## config.mk

```make
export PLATFORM = sky130hd
export DESIGN_NAME = pipe_addsub
export DESIGN_NICKNAME = d
export VERILOG_FILES = /design/src/rtl/pipe_addsub.sv
export SDC_FILE = /design/constraint.sdc
export NUM_CORES = 1
export LEC_CHECK = 0
export CAP_MARGIN = 20
export CORE_MARGIN = 2
export CORE_UTILIZATION = 48
export DETAILED_ROUTE_END_ITERATION = 16
export GPL_TIMING_DRIVEN = 0
export PLACE_DENSITY_LB_ADDON = 0.12
export SYNTH_ARGS = -nofsm -noshare
export SYNTH_HDL_FRONTEND = slang
export SYNTH_SLANG_ARGS = --single-unit
export TNS_END_PERCENT = 10
```

## constraint.sdc

```tcl
create_clock -name clk -period 2.3 [get_ports clk]
set_input_delay 0.46 -clock clk [delete_from_list [all_inputs] [get_ports clk]]
set_output_delay 0.46 -clock clk [all_outputs]
set_load 0.02 [all_outputs]
```

## src/rtl/pipe_addsub.sv

```systemverilog
// pipe_addsub: W-bit two's-complement adder/subtractor. The carry chain is cut
// into STAGES chunks of CW = W/STAGES bits, with one register bank per chunk.
// Both sides use valid/ready handshakes, and the whole pipe advances together
// (adv = !out_valid || out_ready).
// Optional macro ADDSUB_SAT_EN: signed saturation of s on overflow.
// Each stage registers only the result bits it has already computed and the
// operand bits that no later stage has consumed yet. That is why the per-stage
// vector widths differ from stage to stage.
module pipe_addsub #(
    parameter int W      = 8,
    parameter int STAGES = 2
) (
    input  logic         clk,
    input  logic         rst_n,
    input  logic         in_valid,
    output logic         in_ready,
    input  logic [W-1:0] x,
    input  logic [W-1:0] y,
    input  logic         k,
    output logic         out_valid,
    input  logic         out_ready,
    output logic [W-1:0] s,
    output logic         cout,
    output logic         ovf,
    output logic         zero
);

    localparam int CW = W / STAGES;

    logic adv;

    assign adv      = !out_valid || out_ready;
    assign in_ready = adv;

    genvar g;
    generate
        for (g = 0; g < STAGES; g++) begin : st
            localparam int LO = g * CW;

            // xa/ya hold the operand bits still to be summed. y is already
            // inverted for subtraction. ca is the carry into this chunk.
            logic [W-1:LO]     xa;
            logic [W-1:LO]     ya;
            logic              ca;
            logic              va;
            logic [CW:0]       t;
            logic [LO+CW-1:0]  sn;

            assign t = {1'b0, xa[LO+CW-1:LO]} + {1'b0, ya[LO+CW-1:LO]} + {{CW{1'b0}}, ca};

            if (g == 0) begin : src
                assign xa = x;
                assign ya = y ^ {W{k}};
                assign ca = k;
                assign va = in_valid;
                assign sn = t[CW-1:0];
            end else begin : src
                assign xa = st[g-1].mid.xq;
                assign ya = st[g-1].mid.yq;
                assign ca = st[g-1].mid.cq;
                assign va = st[g-1].mid.vq;
                assign sn = {t[CW-1:0], st[g-1].mid.sq};
            end

            if (g < STAGES - 1) begin : mid
                logic [W-1:LO+CW]  xq;
                logic [W-1:LO+CW]  yq;
                logic [LO+CW-1:0]  sq;
                logic              cq;
                logic              vq;

                // Intermediate bank: capture chunk sum, carry and unconsumed operands on advance
                always_ff @(posedge clk or negedge rst_n) begin
                    if (!rst_n) begin
                        vq <= 1'b0;
                        cq <= 1'b0;
                        xq <= '0;
                        yq <= '0;
                        sq <= '0;
                    end else if (adv) begin
                        vq <= va;
                        cq <= t[CW];
                        xq <= xa[W-1:LO+CW];
                        yq <= ya[W-1:LO+CW];
                        sq <= sn;
                    end
                end
            end else begin : fin
                logic         cmsb;
                logic         ov;
                logic [W-1:0] res;

                // Recover the carry into the MSB from the sum bit and its two operand bits
                assign cmsb = sn[W-1] ^ xa[W-1] ^ ya[W-1];
                assign ov   = cmsb ^ t[CW];

`ifdef ADDSUB_SAT_EN
                assign res = ov ? (xa[W-1] ? {1'b1, {(W-1){1'b0}}} : {1'b0, {(W-1){1'b1}}}) : sn;
`else
                assign res = sn;
`endif

                // Output bank: register result and flags, holding them while stalled
                always_ff @(posedge clk or negedge rst_n) begin
                    if (!rst_n) begin
                        out_valid <= 1'b0;
                        s         <= '0;
                        cout      <= 1'b0;
                        ovf       <= 1'b0;
                        zero      <= 1'b0;
                    end else if (adv) begin
                        out_valid <= va;
                        s         <= res;
                        cout      <= t[CW];
                        ovf       <= ov;
                        zero      <= (res == '0);
                    end
                end
            end
        end
    endgenerate

endmodule
```

* Word-level counts from Yosys, hierarchy flattened
Index checks and enable logic that the tools add are counted.
Word-level totals: register bits after elaboration 26, input port bits 21, logic and storage cells 21
Operators by class: $add $sub $neg 4, bitwise logic cells 4, reductions and logical operators 3
Operators with widths (number):
- $add 4x4->5 | 2
- $add 5x1->5 | 2
- $logic_not 8->1 | 1
- $xor 8x8->8 | 1
- $xor 1x1->1 | 3
- $logic_not 1->1 | 1
- $logic_or 1x1->1 | 1

* Depth between registers and ports, before layout
Gate-level depths: netlist (run 1).
word-level depth 5, gate-level depth with buffers 8, gate-level depth less buffers 8

* Least setup slack after synthesis (run 1)
OpenSTA, ideal clock, no wires.
path type flip-flop to flip-flop, start register st[0].mid.xq[4] in the netlist's numbering, end register ovf, library setup time 0.076 ns, arrival time 1.784 ns, data required time 2.224 ns, slack 0.440 ns, cell stages (with the launch flop) 7, path buffers 0, period minus slack after synthesis 1.860 ns, cells stage by stage dfrtp_1 -> fa_1 -> a21o_1 -> a21oi_2 -> xnor2_2 -> xnor3_1 -> o21ai_1
On the way: word-level cells in the longest chain between the ends 5
Ends and longest elaborated chain:
- from (decl) | line 66 | logic [W-1:LO+CW] xq;
- from (signal assigned) | line 83 | xq <= xa[W-1:LO+CW];
- $add 4x4->5 * | line 49 | assign t = {1'b0, xa[LO+CW-1:LO]} + {1'b0, ya[LO+CW-1:LO]} + {{CW{1'b0}}, ca};
- $add 5x1->5 * | line 49
- $xor 1x1->1 (2 in a row) | line 94 | assign cmsb = sn[W-1] ^ xa[W-1] ^ ya[W-1];
- $xor 1x1->1 * | line 95 | assign ov = cmsb ^ t[CW];
- to (signal assigned) | line 115 | ovf <= ov;
- to (decl) | line 24 | output logic ovf,
Every way passes the cells marked *; elsewhere a longest branch is shown, timed or not. A chain may end at the register's enable or synchronous reset.

* Worst setup path after layout (run 1)
Ends and elaborated chain as after synthesis.

==> out/qor.log, run 1 <==
[synth] register bit total from synthesis 26
[final_layout] Area Growth Syn to Fin 31.79%
[sta] final hold slack 452.0 ps
[worst_setup_path] startpoint of the worst-slack reg-to-reg timing path st[0].mid.xq[4]
[clocking] Inserted Clock Buffers 3
[power] static power due to leakage 0.8263 nW
[worst_setup_path] chain of cells forming the critical path fa_1 -> inv_1 -> fa_1 -> nor2b_1 -> o21a_1 -> nor2_4 -> xnor3_1 -> o21ai_1
[synth] Async S/R FF share, synth 100.0%
[synth] main combinational cell family by area after synthesis simple AND/OR/NAND/NOR gates
[worst_hold_path] worst hold path class input pin to asynchronous set/reset pin
[worst_setup_path] required time of the critical path 2560 ps
[floorplan] floorplan die area 0.003200 mm^2
[sta] worst slew slack as a fraction of its limit 67.00%
[clocking] master cell of the clock root buffer clkbuf_4
[placement] IO buf count 32
[synth] adder-cell share of the synthesized area 10.19%
[sta] endpoints failing hold 0
[synth] multiplexer area fraction after synthesis 0.8491%
[clocking] hold buffer count at CTS 0
[power] Power per Cell Area 880.6 mW/mm^2
[final_layout] final core utilization 65.07%
[synth] Avg Cell Area, Syn 9.898 um^2
[routing] drt total wl 2371 um
[floorplan] Die X 56.57 um
[clocking] TritonCTS clock tree built
[synth] count of unique library cells instantiated by Yosys 26
[global_routing] pin count of the biggest net entering global routing 19
[synth] share of the synthesized area in the top cell type 49.06%
[global_routing] antenna violations before repair 0
[synth] compound-cell area share of the yosys netlist 9.245%
[synth] xor and xnor area share after synthesis 10.85%
[global_routing] first-pass GRT wire length 4133 um
[worst_setup_path] worst stage delay on the critical path 440 ps
[placement] post-placement cell count 198
[placement] HPWL reported at the end of detailed placement 1914 um
[worst_setup_path] maximum fanout along the worst path 2
[routing] residual antenna-violating net count after detailed routing 0
[final_layout] final cell area excluding filler cells 0.001748 mm^2
[synth] fraction of the mapped netlist area in simple logic gates 16.70%
[worst_setup_path] sort of element at the end of the critical path flip-flop
[sta] number of max-slew violations in the final report 0
[worst_setup_path] cell class contributing the biggest share of worst-path delay adder cells
[synth] top cell type by total area after synthesis dfrtp_1
[final_layout] final std cells w/o fill 201
[sta] maximum clock frequency 503.6 MHz
[outcome] run status complete, no violations
[placement] RD Place Congestion 0.7435
[global_routing] number of global-route vias before repair 1015
[worst_setup_path] CP Class flip-flop to flip-flop
[routing] count of vias placed by the detailed router 992
[sta] count of endpoints failing setup in the final report 0
[worst_setup_path] Worst R2R Setup Slack 310 ps
[sta] slew of the pin with the lowest slew margin 493.5 ps
[sta] Final TNS setup 0 ps
[clocking] clock insertion delay at the later pin of the skew report 320 ps
[floorplan] starting density of the core 49.37%
[synth] Syn. warnings 0
[placement] worst setup slack after placement -339.2 ps
[routing] number of optimization iterations in the first detailed-route pass 4
[synth] Syn Nets 164
[worst_setup_path] crit path launch type flip-flop
[power] largest vdd supply drop 0.5796 mV
[synth] top post-synthesis cells by count nand2_1, dfrtp_1, o21ai_1
[synth] Netlist Area Pre-Place 0.001326 mm^2
[worst_setup_path] buffers and inverters on the worst path 1
[worst_setup_path] most numerous cell on the critical path fa_1
[clocking] largest buffer count on any clock path 2
[floorplan] I/O Pins 34
[sta] min cycle time layout 1986 ps
[synth] number of instances in the synthesized netlist 134
[routing] ratio of routed vias to standard cells 4.935
[worst_setup_path] highest-delay cell along the critical path fa_1
[floorplan] site row count 19
[routing] DR iter-0 viols 20
[final_layout] fraction of layout cells with a size suffix above 1 7.647%
[routing] number of remaining DRC errors 0
[global_routing] final global-route overflow total 0
[worst_setup_path] Reg2Reg Capture Point ovf
[clocking] H-Tree Depth 1
[floorplan] height of the die 56.57 um
[worst_setup_path] arrival time at the worst endpoint 2250 ps
[worst_setup_path] depth of the critical timing path with buffers and inverters included 8
[synth] main flop type after synthesis dfrtp_1
[final_layout] Antenna Diode Count 0
[worst_setup_path] length in cells of the worst reg-to-reg path 8
[final_layout] net total in the final layout 201
[sta] RSZ-0062 raised after global routing no
[sta] post-route worst setup slack 314.4 ps
[floorplan] CORE AREA 0.002686 mm^2
[synth] Seq/Total Area, Yosys 49.06%
[sta] share of the cycle needed by the critical path after routing 86.33%
[placement] Post-Place Cell Area 0.001713 mm^2
[synth] most area-consuming cells after synthesis dfrtp_1, nand2_1, ha_1, fa_1, xnor2_1
[power] total power consumption of the routed design 1.539 mW
[global_routing] gr usage total 16.51%
[synth] number of synthesized flops with an enable pin 0
[synth] count leader, synth nand2_1
[clocking] TritonCTS Sinks 26
[routing] wire length per cell 11.80 um
[run] Max-cap violations 0
[sta] final clock skew 8.279 ps
[clocking] Reg clk slew, reported paths 140 ps
==> worst max path at each step <==
stage	start	endpoint	slack (ps)
6_report	st[0].mid.xq[4]	ovf	310
5_1_grt	st[0].mid.xq[4]	ovf	190
4_1_cts	out_ready	in_ready	10
3_5_place_dp	out_ready	in_ready	-340
3_3_place_gp	out_ready	in_ready	-330
2_1_floorplan	st[0].mid.xq[4]	ovf	440
==> power breakdown <==
group	internal (mW)	switching, mW	total (mW)
combinational	0.341	0.323	0.663
sequential	0.576	0.0727	0.648
clock	0.0967	0.131	0.228
total	1.01	0.526	1.54
==> flip-flops by register name, indices dropped and copies added (netlist names) <==
| name | flops |
|---|---|
| s | 8 |
| st.mid.sq | 4 |
| st.mid.xq | 4 |
| st.mid.yq | 4 |
| cout | 1 |
| out_valid | 1 |
| ovf | 1 |
| st.mid.cq | 1 |
| st.mid.vq | 1 |
| zero | 1 |
==> per-layer routing <==
metal	wire length [um]	part of all wire, %	vias to the layer above	track usage [%]
met5	0	0	-	0
met4	19	0.80	0	6.122
met3	112	4.7	2	2.304
met2	1173	49	30	29.73
met1	1066	45	456	19.85
li1	-	-	504	-
==> area by class of cell <==
class                   instances  area [um^2]
multi-input cells              98        634.4
repair buffers                 33        350.3
plain buffers                   5        22.52
inverters                       4        15.01
flip-flops and latches         26        650.6
well taps                      31        38.79
clock buffers                   4        36.28
fillers                       241        938.4
==> cells by family after synthesis <==
kind of cell / count (synthesis)
adders and majority gates: 9
and+or+nand+nor: 53
DFF: 26
buffers and inverters: 10
muxes: 1
xor gates and xnor gates: 14
AOI/OAI and AO/OA: 21
==> worst reg2reg max path, cell delays in order (launching register included) <==
cell and delay [ps]:
dfrtp_1 420, fa_1 440, inv_1 80, fa_1 200, nor2b_1 60, o21a_1 190
nor2_4 120, xnor3_1 310, o21ai_1 110
==> repair_timing <==
action                     in CTS  in global routing
buffers inserted                0                  0
resized for setup               1                  1
setup endpoints to repair       1                  1
==> placed cells by master (no fill, tap or decap) <==
cell / count
xnor2_2: 1
xnor2_1: 6
buf_2: 3
o31ai_1: 1
nand2b_1: 1
a21o_1: 3
nor2_1: 3
a21oi_2: 1
nor2b_1: 2
mux2_2: 1
dfrtp_1: 26
clkdlybuf4s50_1: 31
ha_1: 6
o21a_1: 1
a21oi_1: 4
nand2_1: 44
clkbuf_1: 2
buf_16: 1
nor2_4: 1
clkbuf_8: 1
xnor3_1: 1
fa_1: 3
inv_2: 1
nand4b_1: 1
xor2_1: 6
dlymetal6s2s_1: 1
a31oi_1: 1
inv_1: 3
o21ai_1: 8
nor4_1: 1
o21ai_0: 2
clkbuf_4: 3
Note: power is estimated with default switching activity, not from simulation.
==> run 2: changes to the inputs <==
CAP_MARGIN = 30   (was 20)
CORE_UTILIZATION = 50   (was 48)
CTS_BUF_LIST = sky130_fd_sc_hd__clkbuf_8   (was not set)
==> out/qor.log, run 2 (synthesis gave the netlist of run 1 again) <==
[final_layout] area of the multi-input gates 634.4 um^2
[power] largest vdd supply drop 0.6577 mV
[worst_setup_path] required time of the critical path 2500 ps
[placement] HPWL reported at the end of detailed placement 2082 um
[sta] count of endpoints failing setup in the final report 0
[sta] share of the cycle needed by the critical path after routing 87.15%
[placement] RD Place Congestion 0.6934
[power] Power per Cell Area 913.2 mW/mm^2
[final_layout] fraction of layout cells with a size suffix above 1 7.647%
[floorplan] height of the die 55.50 um
[clocking] hold buffer count at CTS 0
[sta] RSZ-0062 raised after global routing no
[clocking] Reg clk slew, reported paths 90 ps
[global_routing] first-pass GRT wire length 4629 um
[clocking] clock insertion delay at the later pin of the skew report 260 ps
[global_routing] final global-route overflow total 0
[worst_setup_path] startpoint of the worst-slack reg-to-reg timing path st[0].mid.xq[4]
[final_layout] area taken by flip-flops and latches 650.6 um^2
[final_layout] final cell area excluding filler cells 0.001765 mm^2
[power] static power due to leakage 0.8340 nW
[floorplan] site row count 18
[sta] endpoints failing hold 0
[routing] number of remaining DRC errors 0
[sta] worst slew slack as a fraction of its limit 62.38%
[sta] min cycle time layout 2004 ps
[worst_hold_path] Hold EP s[3]
[worst_hold_path] launch instance of the worst min-delay path s[3]
[worst_setup_path] most numerous cell on the critical path fa_1
[worst_setup_path] crit path launch type flip-flop
[worst_setup_path] Reg2Reg Capture Point ovf
[clocking] master cell of the clock root buffer clkbuf_8
[routing] residual antenna-violating net count after detailed routing 0
[floorplan] floorplan die area 0.003080 mm^2
[final_layout] largest reg by FF count s
[worst_setup_path] chain of cells forming the critical path fa_1 -> inv_1 -> fa_1 -> nor2b_1 -> o21a_1 -> nor2_4 -> xnor3_1 -> o21ai_1
[floorplan] CORE AREA 0.002500 mm^2
[floorplan] I/O Pins 34
[worst_setup_path] Worst R2R Setup Slack 300 ps
[routing] number of optimization iterations in the first detailed-route pass 4
[worst_setup_path] worst stage delay on the critical path 440 ps
[final_layout] most frequent cells in the layout nand2_1, clkdlybuf4s50_1, dfrtp_1, o21ai_1
[worst_setup_path] cell class contributing the biggest share of worst-path delay adder cells
[sta] number of max-slew violations in the final report 0
[floorplan] Die X 55.50 um
[final_layout] net total in the final layout 201
[routing] DR iter-0 viols 10
[routing] count of vias placed by the detailed router 1028
[sta] slew of the pin with the lowest slew margin 562.6 ps
[global_routing] number of global-route vias before repair 1083
[worst_setup_path] length in cells of the worst reg-to-reg path 8
[placement] IO buf count 32
[worst_setup_path] CP Class flip-flop to flip-flop
[floorplan] starting density of the core 53.05%
[global_routing] pin count of the biggest net entering global routing 18
[final_layout] number of flip-flops in the largest register 8
[sta] maximum clock frequency 498.9 MHz
[clocking] H-Tree Depth 1
[final_layout] most frequent standard cell in the layout excluding fill and tap cells nand2_1
[global_routing] antenna violations before repair 0
[clocking] largest buffer count on any clock path 2
[clocking] TritonCTS clock tree built
[worst_setup_path] buffers and inverters on the worst path 1
[worst_hold_path] cell count of the worst hold path 2
[final_layout] final std cells w/o fill 200
[run] Max-cap violations 0
[worst_setup_path] maximum fanout along the worst path 2
[worst_setup_path] arrival time at the worst endpoint 2200 ps
[placement] Post-Place Cell Area 0.001712 mm^2
[final_layout] filler cell count in the final layout 210
[final_layout] Antenna Diode Count 0
[sta] final clock skew 5.510 ps
[final_layout] Area Growth Syn to Fin 33.11%
[worst_hold_path] worst hold path class flip-flop to flip-flop
[worst_setup_path] highest-delay cell along the critical path fa_1
[routing] ratio of routed vias to standard cells 5.140
[clocking] TritonCTS Sinks 26
[global_routing] gr usage total 19.00%
[sta] Final TNS setup 0 ps
[routing] drt total wl 2598 um
[placement] post-placement cell count 197
[worst_setup_path] sort of element at the end of the critical path flip-flop
[sta] final hold slack 468.9 ps
[routing] wire length per cell 12.99 um
[outcome] run status complete, no violations
[clocking] Inserted Clock Buffers 3
run 2: changes by cell type in the layout (fill, tap and decap cells not counted):
| cell | change |
|---|---|
| clkbuf_8 | +3 |
| clkbuf_4 | -3 |
run 2: how the worst max path moves through the flow:
stage | from | endpoint | slack [ps] | depth (start not counted)
3_3_place_gp | out_ready | in_ready | -310 | 5
3_5_place_dp | out_ready | in_ready | -330 | 5
5_1_grt | st[0].mid.xq[4] | ovf | 190 | 8
2_1_floorplan | st[0].mid.xq[4] | ovf | 440 | 6
6_report | st[0].mid.xq[4] | ovf | 300 | 8
4_1_cts | out_ready | in_ready | 10 | 4
run 2: what timing repair did:
| action | CTS | global route |
|---|---|---|
| endpoints found under the setup margin | 1 | 1 |
| buffers inserted | 0 | 0 |
| gates resized for setup | 1 | 1 |
run 2: worst register-to-register path: stages (launching register included):
cell	delay (ps)
dfrtp_1	410
fa_1	440
inv_1	80
fa_1	200
nor2b_1	60
o21a_1	200
nor2_4	110
xnor3_1	320
o21ai_1	130
run 2: layout make-up:
type	count	share of cell area, %
multi-input combinational	98	35.93
timing repair buffer	33	19.84
tap	30	2.126
clock buffer	4	3.118
buffer	5	1.276
inverter	4	0.8505
sequential	26	36.85
run 2: layer usage:
layer  track usage, %  vias up  share of wire (%)
met5                0        -                  0
met1            21.48      485                 43
li1                 -      500                  -
met3            2.576        6                5.2
met2            35.03       37                 49
met4            8.711        0                2.6
run 2: through the flow:
step / worst slack [ps] / total power, mW / utilization, %
finish: 295.6 / 1.612 / 70.62
global route: 190.9 / 1.716 / 70.62
CTS: 13.88 / 1.624 / 70.52
detailed placement: -326.6 / 1.339 / 68.47
global placement: -314.4 / 1.306 / 67.37
floorplan: 439.8 / 1.059 / -
run 2: power breakdown:
group	total, mW	leakage (nW)	internal, mW	switching, mW
Clock	0.286	0.0288	0.153	0.134
Combinational	0.676	0.493	0.342	0.334
Sequential	0.650	0.313	0.576	0.0735
Total	1.61	0.834	1.07	0.541
